--- src/rtl/sigmoid_pwl_pkg.sv ---
// Shared constants, PWL slope/intercept ROMs and lane helper for the sigmoid pipe.
// Tables cover |x| in [0, 8.0) in 32 segments of 0.25, Q8 output; knots are exact.
package sigmoid_pwl_pkg;

  localparam int DATA_LEN = 16;
  localparam int FRAC_LEN = 8;
  localparam int SEG_BITS = 5;
  localparam int LANES    = 4;
  localparam int COEF_LEN = 16;

  localparam int SH       = FRAC_LEN + 3 - SEG_BITS;
  localparam int SEG_N    = 1 << SEG_BITS;
  localparam int PROD_LEN = COEF_LEN + SH;

  typedef logic [DATA_LEN-1:0] data_t;
  typedef logic [COEF_LEN-1:0] coef_t;

  localparam data_t SAT_LIMIT = data_t'(8 << FRAC_LEN);
  localparam data_t ONE       = data_t'(1 << FRAC_LEN);
  localparam data_t HALF      = data_t'(1 << (FRAC_LEN - 1));
  localparam data_t MIN_VAL   = data_t'(1 << (DATA_LEN - 1));
  localparam data_t MAG_MAX   = data_t'((1 << (DATA_LEN - 1)) - 1);

  // slope = 4 * (icpt[k+1] - icpt[k]) so interpolation lands on the next knot
  localparam coef_t SLOPE_ROM [SEG_N] = '{
    16'd64, 16'd60, 16'd60, 16'd52, 16'd48, 16'd40, 16'd36, 16'd28,
    16'd28, 16'd20, 16'd16, 16'd12, 16'd8,  16'd8,  16'd8,  16'd4,
    16'd4,  16'd4,  16'd4,  16'd0,  16'd4,  16'd0,  16'd0,  16'd0,
    16'd4,  16'd0,  16'd0,  16'd0,  16'd0,  16'd0,  16'd0,  16'd0
  };

  localparam coef_t ICPT_ROM [SEG_N] = '{
    16'd128, 16'd144, 16'd159, 16'd174, 16'd187, 16'd199, 16'd209, 16'd218,
    16'd225, 16'd232, 16'd237, 16'd241, 16'd244, 16'd246, 16'd248, 16'd250,
    16'd251, 16'd252, 16'd253, 16'd254, 16'd254, 16'd255, 16'd255, 16'd255,
    16'd255, 16'd256, 16'd256, 16'd256, 16'd256, 16'd256, 16'd256, 16'd256
  };

  function automatic data_t lane_slice(input logic [LANES*DATA_LEN-1:0] bus, input int idx);
    return bus[idx*DATA_LEN +: DATA_LEN];
  endfunction

endpackage

--- src/rtl/sigmoid_pwl_lane.sv ---
// One lane of the PWL sigmoid datapath: |x|/sat, ROM lookup, interpolate/clamp/mirror.
// Three enabled register stages; optional tanh path under SIGMOID_TANH_MODE_EN.
module sigmoid_pwl_lane
  import sigmoid_pwl_pkg::*;
(
  input  logic  clk,
  input  logic  rst,
  input  logic  en,
`ifdef SIGMOID_TANH_MODE_EN
  input  logic  mode,
`endif
  input  data_t x,
  output data_t y
);

  data_t a_c;

  always_comb begin
    if (!x[DATA_LEN-1])    a_c = x;
    else if (x == MIN_VAL) a_c = MAG_MAX;
    else                   a_c = -x;
`ifdef SIGMOID_TANH_MODE_EN
    // tanh(x) = 2*sigmoid(2x) - 1, so feed the table with 2|x|
    if (mode) a_c = a_c[DATA_LEN-2] ? MAG_MAX : {a_c[DATA_LEN-2:0], 1'b0};
`endif
  end

  logic                     s0_sign, s0_sat;
  logic [SH+SEG_BITS-1:0]   s0_a;
  logic                     s1_sign, s1_sat;
  coef_t                    s1_slope, s1_icpt;
  logic [SH-1:0]            s1_d;
`ifdef SIGMOID_TANH_MODE_EN
  logic                     s0_mode, s1_mode;
`endif

  always_ff @(posedge clk) begin
    if (rst) begin
      s0_sign  <= 1'b0;
      s0_sat   <= 1'b0;
      s0_a     <= '0;
      s1_sign  <= 1'b0;
      s1_sat   <= 1'b0;
      s1_slope <= '0;
      s1_icpt  <= '0;
      s1_d     <= '0;
`ifdef SIGMOID_TANH_MODE_EN
      s0_mode  <= 1'b0;
      s1_mode  <= 1'b0;
`endif
    end else if (en) begin
      s0_sign  <= x[DATA_LEN-1];
      s0_sat   <= (a_c >= SAT_LIMIT);
      s0_a     <= a_c[SH+SEG_BITS-1:0];
      s1_sign  <= s0_sign;
      s1_sat   <= s0_sat;
      s1_slope <= SLOPE_ROM[s0_a[SH +: SEG_BITS]];
      s1_icpt  <= ICPT_ROM[s0_a[SH +: SEG_BITS]];
      s1_d     <= s0_a[SH-1:0];
`ifdef SIGMOID_TANH_MODE_EN
      s0_mode  <= mode;
      s1_mode  <= s0_mode;
`endif
    end
  end

  typedef logic [COEF_LEN:0] sum_t;

  logic [PROD_LEN-1:0] prod;
  sum_t                yp;
  data_t               yc, ys, y_n;

  always_comb begin
    prod = PROD_LEN'(s1_slope) * PROD_LEN'(s1_d);
    yp   = {1'b0, s1_icpt} + sum_t'(prod >> FRAC_LEN);
    if (s1_sat || yp > sum_t'(ONE)) yc = ONE;
    else if (yp < sum_t'(HALF))     yc = HALF;
    else                            yc = data_t'(yp);
    ys  = s1_sign ? ONE - yc : yc;
    y_n = ys;
`ifdef SIGMOID_TANH_MODE_EN
    if (s1_mode) y_n = (ys << 1) - ONE;
`endif
  end

  always_ff @(posedge clk) begin
    if (rst)     y <= '0;
    else if (en) y <= y_n;
  end

endmodule

--- src/rtl/sigmoid_pwl_pipe.sv ---
// Multi-lane 3-stage PWL sigmoid with valid/ready; all stages advance together.
// SIGMOID_TANH_MODE_EN adds a per-beat mode input selecting tanh instead of sigmoid.
module sigmoid_pwl_pipe
  import sigmoid_pwl_pkg::*;
(
  input  logic                      clk,
  input  logic                      rst,
  input  logic                      in_valid,
  output logic                      in_ready,
  input  logic [LANES*DATA_LEN-1:0] in_data,
`ifdef SIGMOID_TANH_MODE_EN
  input  logic                      mode,
`endif
  output logic                      out_valid,
  input  logic                      out_ready,
  output logic [LANES*DATA_LEN-1:0] out_data
);

  logic [2:0] vld;
  logic       adv;

  assign adv       = out_ready | ~vld[2];
  assign in_ready  = adv;
  assign out_valid = vld[2];

  always_ff @(posedge clk) begin
    if (rst)      vld <= '0;
    else if (adv) vld <= {vld[1:0], in_valid};
  end

  for (genvar i = 0; i < LANES; i++) begin : g_lane
    data_t x_l, y_l;
    assign x_l = lane_slice(in_data, i);

    sigmoid_pwl_lane u_lane (
      .clk  (clk),
      .rst  (rst),
      .en   (adv),
`ifdef SIGMOID_TANH_MODE_EN
      .mode (mode),
`endif
      .x    (x_l),
      .y    (y_l)
    );

    assign out_data[i*DATA_LEN +: DATA_LEN] = y_l;
  end

endmodule

--- config.mk ---
export PLATFORM = sky130hd
export DESIGN_NAME = sigmoid_pwl_pipe
export DESIGN_NICKNAME = d
export VERILOG_FILES = /design/src/rtl/sigmoid_pwl_pkg.sv /design/src/rtl/sigmoid_pwl_lane.sv /design/src/rtl/sigmoid_pwl_pipe.sv
export SDC_FILE = /design/constraint.sdc
export NUM_CORES = 1
export LEC_CHECK = 0
export CAP_MARGIN = 20
export CORE_UTILIZATION = 52
export DETAILED_ROUTE_END_ITERATION = 16
export GPL_ROUTABILITY_DRIVEN = 0
export PLACE_DENSITY = 0.73
export SLEW_MARGIN = 20
export SYNTH_ARGS = -nofsm -noshare
export SYNTH_HDL_FRONTEND = slang
export SYNTH_HIERARCHICAL = 1
export SYNTH_SLANG_ARGS = --single-unit
--- constraint.sdc ---
create_clock -name clk -period 8.4 [get_ports clk]
set_input_delay 0.84 -clock clk [delete_from_list [all_inputs] [get_ports clk]]
set_output_delay 0.84 -clock clk [all_outputs]
set_load 0.02 [all_outputs]
==> results.env, run 1 <==
RUN_STATUS='complete, no violations'
POST_DP_AREA_SQ_UM=17020
DRT_ITER0_MARKERS=905
DESIGN_INTERNAL_POWER_mW=2.051
ANTENNA_VIOLATIONS_BEFORE_REPAIR=0
CLOCK-SINKS=207
SYNTH.YOSYS.SEQ_AREA_SHARE_PCT=26.62
FIRST_GLOBAL_VIAS=12936
YOSYS_REGISTER_BITS=207
CRITICAL_PATH_PEAK_FANOUT=8
MOSTFREQUENTLAYOUTCELL='sky130_fd_sc_hd__nor2_1'
RSZ_0062_RAISED_AFTER_GLOBAL_ROUTING='false'
WORST_R2R_SETUP_SLACK_NS=1.28
GRT_PASS1_WL_MM=61.45
ROUTEDWLPERCELL_UM=15.15
HOLDCRITSTARTPOINT='g_lane[2].u_lane/y[10]'
FMAX_MHz=140.5
MAXCAPVIOLCOUNT=0
CRITICAL_PATH.ENDPOINT_TYPE='flip-flop'
RR_STARTPOINT='g_lane[2].u_lane/s1_slope[5]'
DIE-WIDTH_UM=175.0
WORST_SKEW_PAIR.LATE_LATENCY_NS=0.53
POSTLAYOUTCELLAREA_SQ_UM=17920
ROW_COUNT=62
PATH_CLK_SLEW_NS=0.06
FIN_SETUP_TNS_NS=0
STDCELL_COUNT=2351
POST_SYNTHESIS_CELLS=1871
POWER.DENSITY_nW_PER_UM2=162.9
PIN_COUNT_OF_THE_BIGGEST_NET_ENTERING_GLOBAL_ROUTING=119
MIN_SETUP_SLACK_POST_ROUTE_NS=1.283
VIAS_PER_CELL=5.692
CRITICAL_PATH.ENDPOINT='g_lane[2].u_lane/y[4]'
IO-PIN-COUNT=134
REG2REGPATHDEPTH=28
COREAREA_SQ_UM=29090
LAYOUT_MIN_CYCLE_TIME_NS=7.117
DRIVE_GT1_SHARE_PCT=5.135
DRT_WL_TOTAL_MM=35.63
SYNTH-MAIN-FF-CELL='sky130_fd_sc_hd__dfxtp_1'
SLEW_VIOL_FINAL=0
HOLD_VIOLATIONS=0
POWER_FRAC_SEQ_PCT=39.7
GLOBALROUTE.TOTALOVERFLOW=0
FINALHOLDWORSTSLACK_NS=0.4402
FILLERS=2527
DIE-HEIGHT_UM=175.0
FIN_UTIL_PCT=61.60
POST_CTS.REPAIR.SETUP_BUFFERS=0
FINAL_NETS=2201
SYNTH-WARNING-COUNT=6
CTS.PATH.MAX_BUFFERS=3
H-TREE-DEPTH=1
POWER_SWITCHING_SHARE_PCT=29.72
IR_DROP_uV=124.9
DRC=0
TRITONCTS='yes'
TOTAL_OF_HOLD_BUFFERS_INSERTED_AFTER_CLOCK_TREE_SYNTHESIS=0
PLACE_WS_NS=1.311
POST_SYNTH_NUM_CELL_TYPES=108
TIMING.HOLD.WORST.CLASS='flip-flop to flip-flop'
SYNTHTOLAYOUTAREAGROWTH_PCT=15.12
CRITICAL_PATH_REQUIRED_NS=8.77
CP_SLOWEST_CELL='sky130_fd_sc_hd__or4_4'
R2R-END='g_lane[2].u_lane/y[4]'
POSTSYNTH.ASYNCRESETSHARE_PCT=0
WORST_PIN_SLEW_NS=0.8822
PART_OF_THE_POWER_IN_COMBINATIONAL_LOGIC_PCT=20.8
TIMING.SLEW.HEADROOM_PCT=41.19
CP_DATA_ARRIVAL_TIME_NS=7.49
SYNTH.NET_COUNT=2123
DETAIL_ROUTE.FIRST_PASS.ITERATIONS=5
INITIAL_UTILIZATION_PCT=53.51
PORT-BUFFER-COUNT=133
ROUTED_VIAS=13383
POST_CTS_RESIZE_COUNT=0
SHARE_OF_THE_CLOCK_PERIOD_USED_BY_THE_WORST_PATH_AFTER_LAYOUT_PCT=84.72
CTS.ROOT.BUFFER_CELL='sky130_fd_sc_hd__clkbuf_16'
SYN_AVG_CELL_AREA_SQ_UM=8.320
TIMING.SETUP.CRITICAL_PATH_CLASS='flip-flop to flip-flop'
HPWLAFTERDP_MM=26.22
DIE_AREA_SQ_UM=30630
DRT.ANTENNA.VIOLATING_NETS=0
ANTENNA_CELLS_INSERTED=0
SYNTHESIS.AREA_SQ_UM=15570
NUMBER_OF_CELLS_IN_THE_DESIGN_AFTER_PLACEMENT=2306
NUMCTSBUFFERS=25
SYNTH-EDFF-COUNT=0
TOTAL_LEAKAGE_POWER_nW=7.897
CPPEAKSTAGEDELAY_NS=0.59
MOST-COMMON-LAYOUT-CELLS='sky130_fd_sc_hd__nor2_1, sky130_fd_sc_hd__dfxtp_1, sky130_fd_sc_hd__nand2_1'
GROUTE.USAGE.OVERALL_PCT=23.44
NET-SWITCHING-POWER_uW=867.2
POWER.TOTAL_mW=2.918
CLOCKPOWERSHARE_PCT=39.5
WORSTSETUPSTARTPOINT='g_lane[2].u_lane/s1_slope[5]'
TYPE_OF_ELEMENT_LAUNCHING_THE_CRITICAL_PATH='flip-flop'
WORST_PATH_MOST_REPEATED_CELL='sky130_fd_sc_hd__ha_1'
FINAL_NUMBER_OF_SETUP_VIOLATING_ENDPOINTS=0
CLOCK-SKEW-FINAL_NS=0.01026
[cells in the mapped netlist (7+ instances only)]
cell,n,area (sq um)
sky130_fd_sc_hd__nor2_1,210,788.3
sky130_fd_sc_hd__dfxtp_1,207,4144
sky130_fd_sc_hd__nand2_1,171,641.9
sky130_fd_sc_hd__ha_1,132,1652
sky130_fd_sc_hd__a21oi_1,114,570.6
sky130_fd_sc_hd__inv_1,113,424.2
sky130_fd_sc_hd__and2_1,91,569.3
sky130_fd_sc_hd__o21ai_0,71,355.3
sky130_fd_sc_hd__clkbuf_1,65,244.0
sky130_fd_sc_hd__mux2i_1,57,570.6
sky130_fd_sc_hd__fa_1,52,1041
sky130_fd_sc_hd__xor2_1,46,402.9
sky130_fd_sc_hd__a211oi_1,44,330.3
sky130_fd_sc_hd__nand2b_1,36,225.2
sky130_fd_sc_hd__xnor2_1,35,306.5
sky130_fd_sc_hd__nand3_1,30,150.1
sky130_fd_sc_hd__nor3_1,24,120.1
sky130_fd_sc_hd__o211ai_1,23,172.7
sky130_fd_sc_hd__nor2b_1,21,131.4
sky130_fd_sc_hd__o31ai_1,14,105.1
sky130_fd_sc_hd__a22oi_1,13,97.59
sky130_fd_sc_hd__a31oi_1,13,81.33
sky130_fd_sc_hd__o21a_1,13,97.59
sky130_fd_sc_hd__o22ai_1,12,75.07
sky130_fd_sc_hd__or3_1,12,75.07
sky130_fd_sc_hd__a221oi_1,11,96.34
sky130_fd_sc_hd__and3_1,11,68.82
sky130_fd_sc_hd__buf_1,11,41.29
sky130_fd_sc_hd__nand4_1,11,68.82
sky130_fd_sc_hd__o21ai_1,10,50.05
sky130_fd_sc_hd__a21o_1,9,67.56
sky130_fd_sc_hd__nor4_1,9,56.30
sky130_fd_sc_hd__a21boi_0,8,60.06
sky130_fd_sc_hd__a32oi_1,8,70.07
sky130_fd_sc_hd__nor3b_1,8,60.06
sky130_fd_sc_hd__nand3b_1,7,52.55
sky130_fd_sc_hd__o221ai_1,7,61.31
[critical path, delay by kind of cell, from the launching register on]
kind | cells | cell delay (ns)
AO/OA/AOI/OAI | 12 | 2.44
buffers and inverters | 2 | 0.09
flip-flops | 1 | 0.42
AND/OR/NAND/NOR | 8 | 1.79
adder cells (fa/ha/maj) | 6 | 2.20
[cells by family (layout without fill, tap and decap cells)]
logic type                 count (synthesis)  in the layout  synth area share [%]
and+or+nand+nor                          685            685                 21.82
adders and majority gates                184            184                 17.30
DFF                                      207            207                 26.62
muxes                                     60             60                 3.882
buffers and inverters                    203            299                 5.337
AOI/OAI and AO/OA                        450            450                 20.38
xor gates and xnor gates                  82             82                 4.662
[sequential cells by signal, indices dropped and copies added, names as in the netlist]
signal and flops:
g_lane.u_lane/s1_d 24, g_lane.u_lane/s0_sign 4, g_lane.u_lane/s1_slope 20, g_lane.u_lane/s0_a 44
g_lane.u_lane/s1_icpt 36, vld 3, g_lane.u_lane/s1_sign 4, g_lane.u_lane/s0_sat 4
g_lane.u_lane/y 64, g_lane.u_lane/s1_sat 4
[final cells by class]
type	instances	area (sq um)	area share, %
clock inverter	14	188.9	1.054
clock buffer	31	708.2	3.952
sequential	207	4144	23.13
tap	384	480.5	2.681
timing repair buffer	137	1363	7.604
multi-input combinational	1461	10590	59.10
inverter	117	444.2	2.479
[layer usage]
metal  part of all wire (%)  wire [um]  GRT usage (%)  vias up
met2                     46      16420          38.97      239
li1                       -          -              -     6756
met1                     48      17260          32.17     6338
met4                    1.8        636          5.688        0
met5                      0          0              0        -
met3                    3.7       1303          2.916       50
[worst min path at each step]
stage | cells past startpoint | endpoint | slack, ns
finish | 2 | g_lane[2].u_lane/y[10] | 0.44
global placement | 2 | g_lane[0].u_lane/y[10] | 0.43
floorplan | 2 | vld[2] | 0.43
CTS | 2 | g_lane[2].u_lane/y[10] | 0.44
global route | 2 | g_lane[3].u_lane/y[12] | 0.47
detailed placement | 2 | g_lane[2].u_lane/y[10] | 0.44
[power groups by stage]
| stage | clock [mW] | combinational, mW | sequential [mW] |
|---|---|---|---|
| 2_1_floorplan | 0 | 0.457 | 1.14 |
| 3_3_place_gp | 0 | 0.589 | 1.17 |
| 3_5_place_dp | 0 | 0.602 | 1.18 |
| 4_1_cts | 1.18 | 0.607 | 1.16 |
| 5_1_grt | 1.22 | 0.683 | 1.17 |
| 6_report | 1.15 | 0.608 | 1.16 |
(Power assumes the default switching activity.)
==> inputs of run 2 (changes only) <==
==> constraint.sdc (replaced) <==
create_clock -name clk -period 6.7 [get_ports clk]
set_input_delay 0.67 -clock clk [delete_from_list [all_inputs] [get_ports clk]]
set_output_delay 0.67 -clock clk [all_outputs]
set_load 0.02 [all_outputs]
==> results.env, run 2 (synthesized netlist as in run 1, its figures left out) <==
RUN_STATUS='complete, no violations'
GRT_PASS1_WL_MM=60.52  # -1.5%
RSZ_0062_RAISED_AFTER_GLOBAL_ROUTING='true'
SHARE_OF_THE_CLOCK_PERIOD_USED_BY_THE_WORST_PATH_AFTER_LAYOUT_PCT=96.11  # +11 points
PORT-BUFFER-COUNT=133  # unchanged
CTS.ROOT.BUFFER_CELL='sky130_fd_sc_hd__clkbuf_16'
MIN_SETUP_SLACK_POST_ROUTE_NS=0.2605  # -1.023 ns
PLACE_WS_NS=0.04507  # -1.266 ns
ROUTED_VIAS=13614  # +1.7%
TOTAL_OF_HOLD_BUFFERS_INSERTED_AFTER_CLOCK_TREE_SYNTHESIS=0  # unchanged
PATH_CLK_SLEW_NS=0.05  # about the same
TIMING.CRITICAL_PATH.BUF_INV=3  # +1
DETAIL_ROUTE.FIRST_PASS.ITERATIONS=5  # unchanged
INITIAL_UTILIZATION_PCT=53.51  # unchanged
FMAX_MHz=155.3  # +11%
CRITICAL_PATH.ENDPOINT_TYPE='flip-flop'
COREAREA_SQ_UM=29090  # unchanged
H-TREE-DEPTH=1  # unchanged
FIRST_GLOBAL_VIAS=12714  # -1.7%
ROUTEDWLPERCELL_UM=15.28  # +0.85%
HOLD_VIOLATIONS=0  # unchanged
IO-PIN-COUNT=134  # unchanged
IR_DROP_uV=157.2  # +26%
WORST_PIN_SLEW_NS=1.024  # +0.1421 ns
HPWLAFTERDP_MM=26.42  # +0.75%
REGMOSTFLOPS='g_lane.u_lane/y'
R2R-END='g_lane[2].u_lane/y[4]'
DRIVE_GT1_SHARE_PCT=7.839  # +2.7 points
POWER.TOTAL_mW=3.596  # +23%
WORST_R2R_SETUP_SLACK_NS=0.26  # -1.02 ns
ANTENNA_VIOLATIONS_BEFORE_REPAIR=0  # unchanged
WORST_SKEW_PAIR.LATE_LATENCY_NS=0.53  # about the same
CRITICAL_PATH_REQUIRED_NS=7.08  # -1.69 ns
TRITONCTS='yes'
MOST-COMMON-LAYOUT-CELLS='sky130_fd_sc_hd__nor2_1, sky130_fd_sc_hd__dfxtp_1, sky130_fd_sc_hd__nand2_1'
KIND_OF_CELL_WITH_THE_HIGHEST_COMBINED_DELAY_ON_THE_CRITICAL_PATH='adder cells'
LARGEST_REGISTER_FFS=64  # unchanged
CLOCK-SINKS=207  # unchanged
CRITICAL_PATH_PEAK_FANOUT=5  # -3
RR_STARTPOINT='g_lane[2].u_lane/s1_d[0]'
VIAS_PER_CELL=5.735  # +0.74%
DIE_AREA_SQ_UM=30630  # unchanged
HOLD_PATH_DEPTH=2  # unchanged
GLOBALROUTE.TOTALOVERFLOW=0  # unchanged
DESTINATION_OF_THE_WORST_HOLD_PATH='g_lane[3].u_lane/y[14]'
ROW_COUNT=62  # unchanged
DRT_ITER0_MARKERS=941  # +4.0%
POWER.DENSITY_nW_PER_UM2=197.6  # +21%
FILLERS=2551  # +0.95%
FINAL_NUMBER_OF_SETUP_VIOLATING_ENDPOINTS=0  # unchanged
DIE-WIDTH_UM=175.0  # unchanged
MOSTFREQUENTLAYOUTCELL='sky130_fd_sc_hd__nor2_1'
DIE-HEIGHT_UM=175.0  # unchanged
TIMING.SLEW.HEADROOM_PCT=31.64  # -9.6 points
FIN_SETUP_TNS_NS=0  # unchanged
CP_SLOWEST_CELL='sky130_fd_sc_hd__or4_4'
TYPE_OF_ELEMENT_LAUNCHING_THE_CRITICAL_PATH='flip-flop'
CTS.PATH.MAX_BUFFERS=3  # unchanged
PIN_COUNT_OF_THE_BIGGEST_NET_ENTERING_GLOBAL_ROUTING=73  # -39%
NUMCTSBUFFERS=24  # -4.0%
DRT_WL_TOTAL_MM=36.28  # +1.8%
HOLDCRITSTARTPOINT='g_lane[3].u_lane/y[14]'
TOTAL_LEAKAGE_POWER_nW=8.008  # +1.4%
ANTENNA_CELLS_INSERTED=0  # unchanged
LAYOUT_MIN_CYCLE_TIME_NS=6.440  # -0.6772 ns
CP_DATA_ARRIVAL_TIME_NS=6.82  # -0.67 ns
CPPEAKSTAGEDELAY_NS=0.56  # -0.03 ns
CLOCK-SKEW-FINAL_NS=0.009228  # -0.001032 ns
SLEW_VIOL_FINAL=0  # unchanged
DRT.ANTENNA.VIOLATING_NETS=0  # unchanged
LARGEST_REGISTERS='g_lane.u_lane/y (64), g_lane.u_lane/s0_a (44), g_lane.u_lane/s1_icpt (36)'
FINALHOLDWORSTSLACK_NS=0.4357  # -0.004480 ns
SYNTHTOLAYOUTAREAGROWTH_PCT=16.89
GROUTE.USAGE.OVERALL_PCT=23.37  # -0.073 points
TIMING.HOLD.WORST.CLASS='flip-flop to flip-flop'
TIMING.SETUP.CRITICAL_PATH_CLASS='flip-flop to flip-flop'
REG2REGPATHDEPTH=28  # unchanged
FINAL_NETS=2227  # +1.2%
MAXCAPVIOLCOUNT=0  # unchanged
DRC=0  # unchanged
[run 2: stage by stage]
step	area (sq um)	utilization [%]	cells
6_report	18200	62.55	2374
5_1_grt	18200	62.55	2374
4_1_cts	17920	61.60	2359
3_5_place_dp	17110	58.83	2318
3_3_place_gp	17110	58.83	2318
2_1_floorplan	15570	-	1871
[run 2: power by group]
group,internal [mW],switching (mW)
sequential,1.33,0.125
clock,0.808,0.535
combinational,0.367,0.436
total,2.50,1.10
[run 2: final cells by class]
class	instances	area, sq um	area share, %
clock inverter	10	148.9	0.8183
inverter	117	444.2	2.441
tap	384	480.5	2.641
clock buffer	31	656.9	3.610
sequential	207	4156	22.84
timing repair buffer	164	1565	8.603
multi-input combinational	1461	10740	59.04
[run 2: per-layer routing]
metal / up-vias / share of wire (%) / track usage [%]
li1: 6813 / - / -
met1: 6419 / 47 / 32.02
met2: 342 / 47 / 39.35
met3: 40 / 4.5 / 2.937
met4: 0 / 1.3 / 4.710
met5: - / 0 / 0
[run 2: worst max-delay path by stage]
| stage | start | to | slack, ns | cells after the start |
|---|---|---|---|---|
| floorplan | g_lane[2].u_lane/s1_slope[4] | g_lane[2].u_lane/y[4] | 0.22 | 29 |
| finish | g_lane[2].u_lane/s1_d[0] | g_lane[2].u_lane/y[4] | 0.26 | 28 |
| global placement | g_lane[2].u_lane/s1_slope[4] | g_lane[2].u_lane/y[4] | 0.16 | 28 |
| global route | g_lane[2].u_lane/s1_d[1] | g_lane[2].u_lane/y[4] | -0.09 | 28 |
| CTS | g_lane[2].u_lane/s1_slope[4] | g_lane[2].u_lane/y[4] | 0.01 | 28 |
| detailed placement | g_lane[2].u_lane/s1_slope[4] | g_lane[2].u_lane/y[4] | 0.05 | 28 |
[run 2: what timing repair did]
item,4_1_cts,5_1_grt
resized for setup,0,45
setup buffers,0,15
endpoints found under the setup margin,0,18
[run 2: tightest hold or removal path, cell delays in order, from the launching register on]
cell and delay [ns]:
sky130_fd_sc_hd__dfxtp_1 0.30, sky130_fd_sc_hd__nand2_1 0.05, sky130_fd_sc_hd__nand2_1 0.04
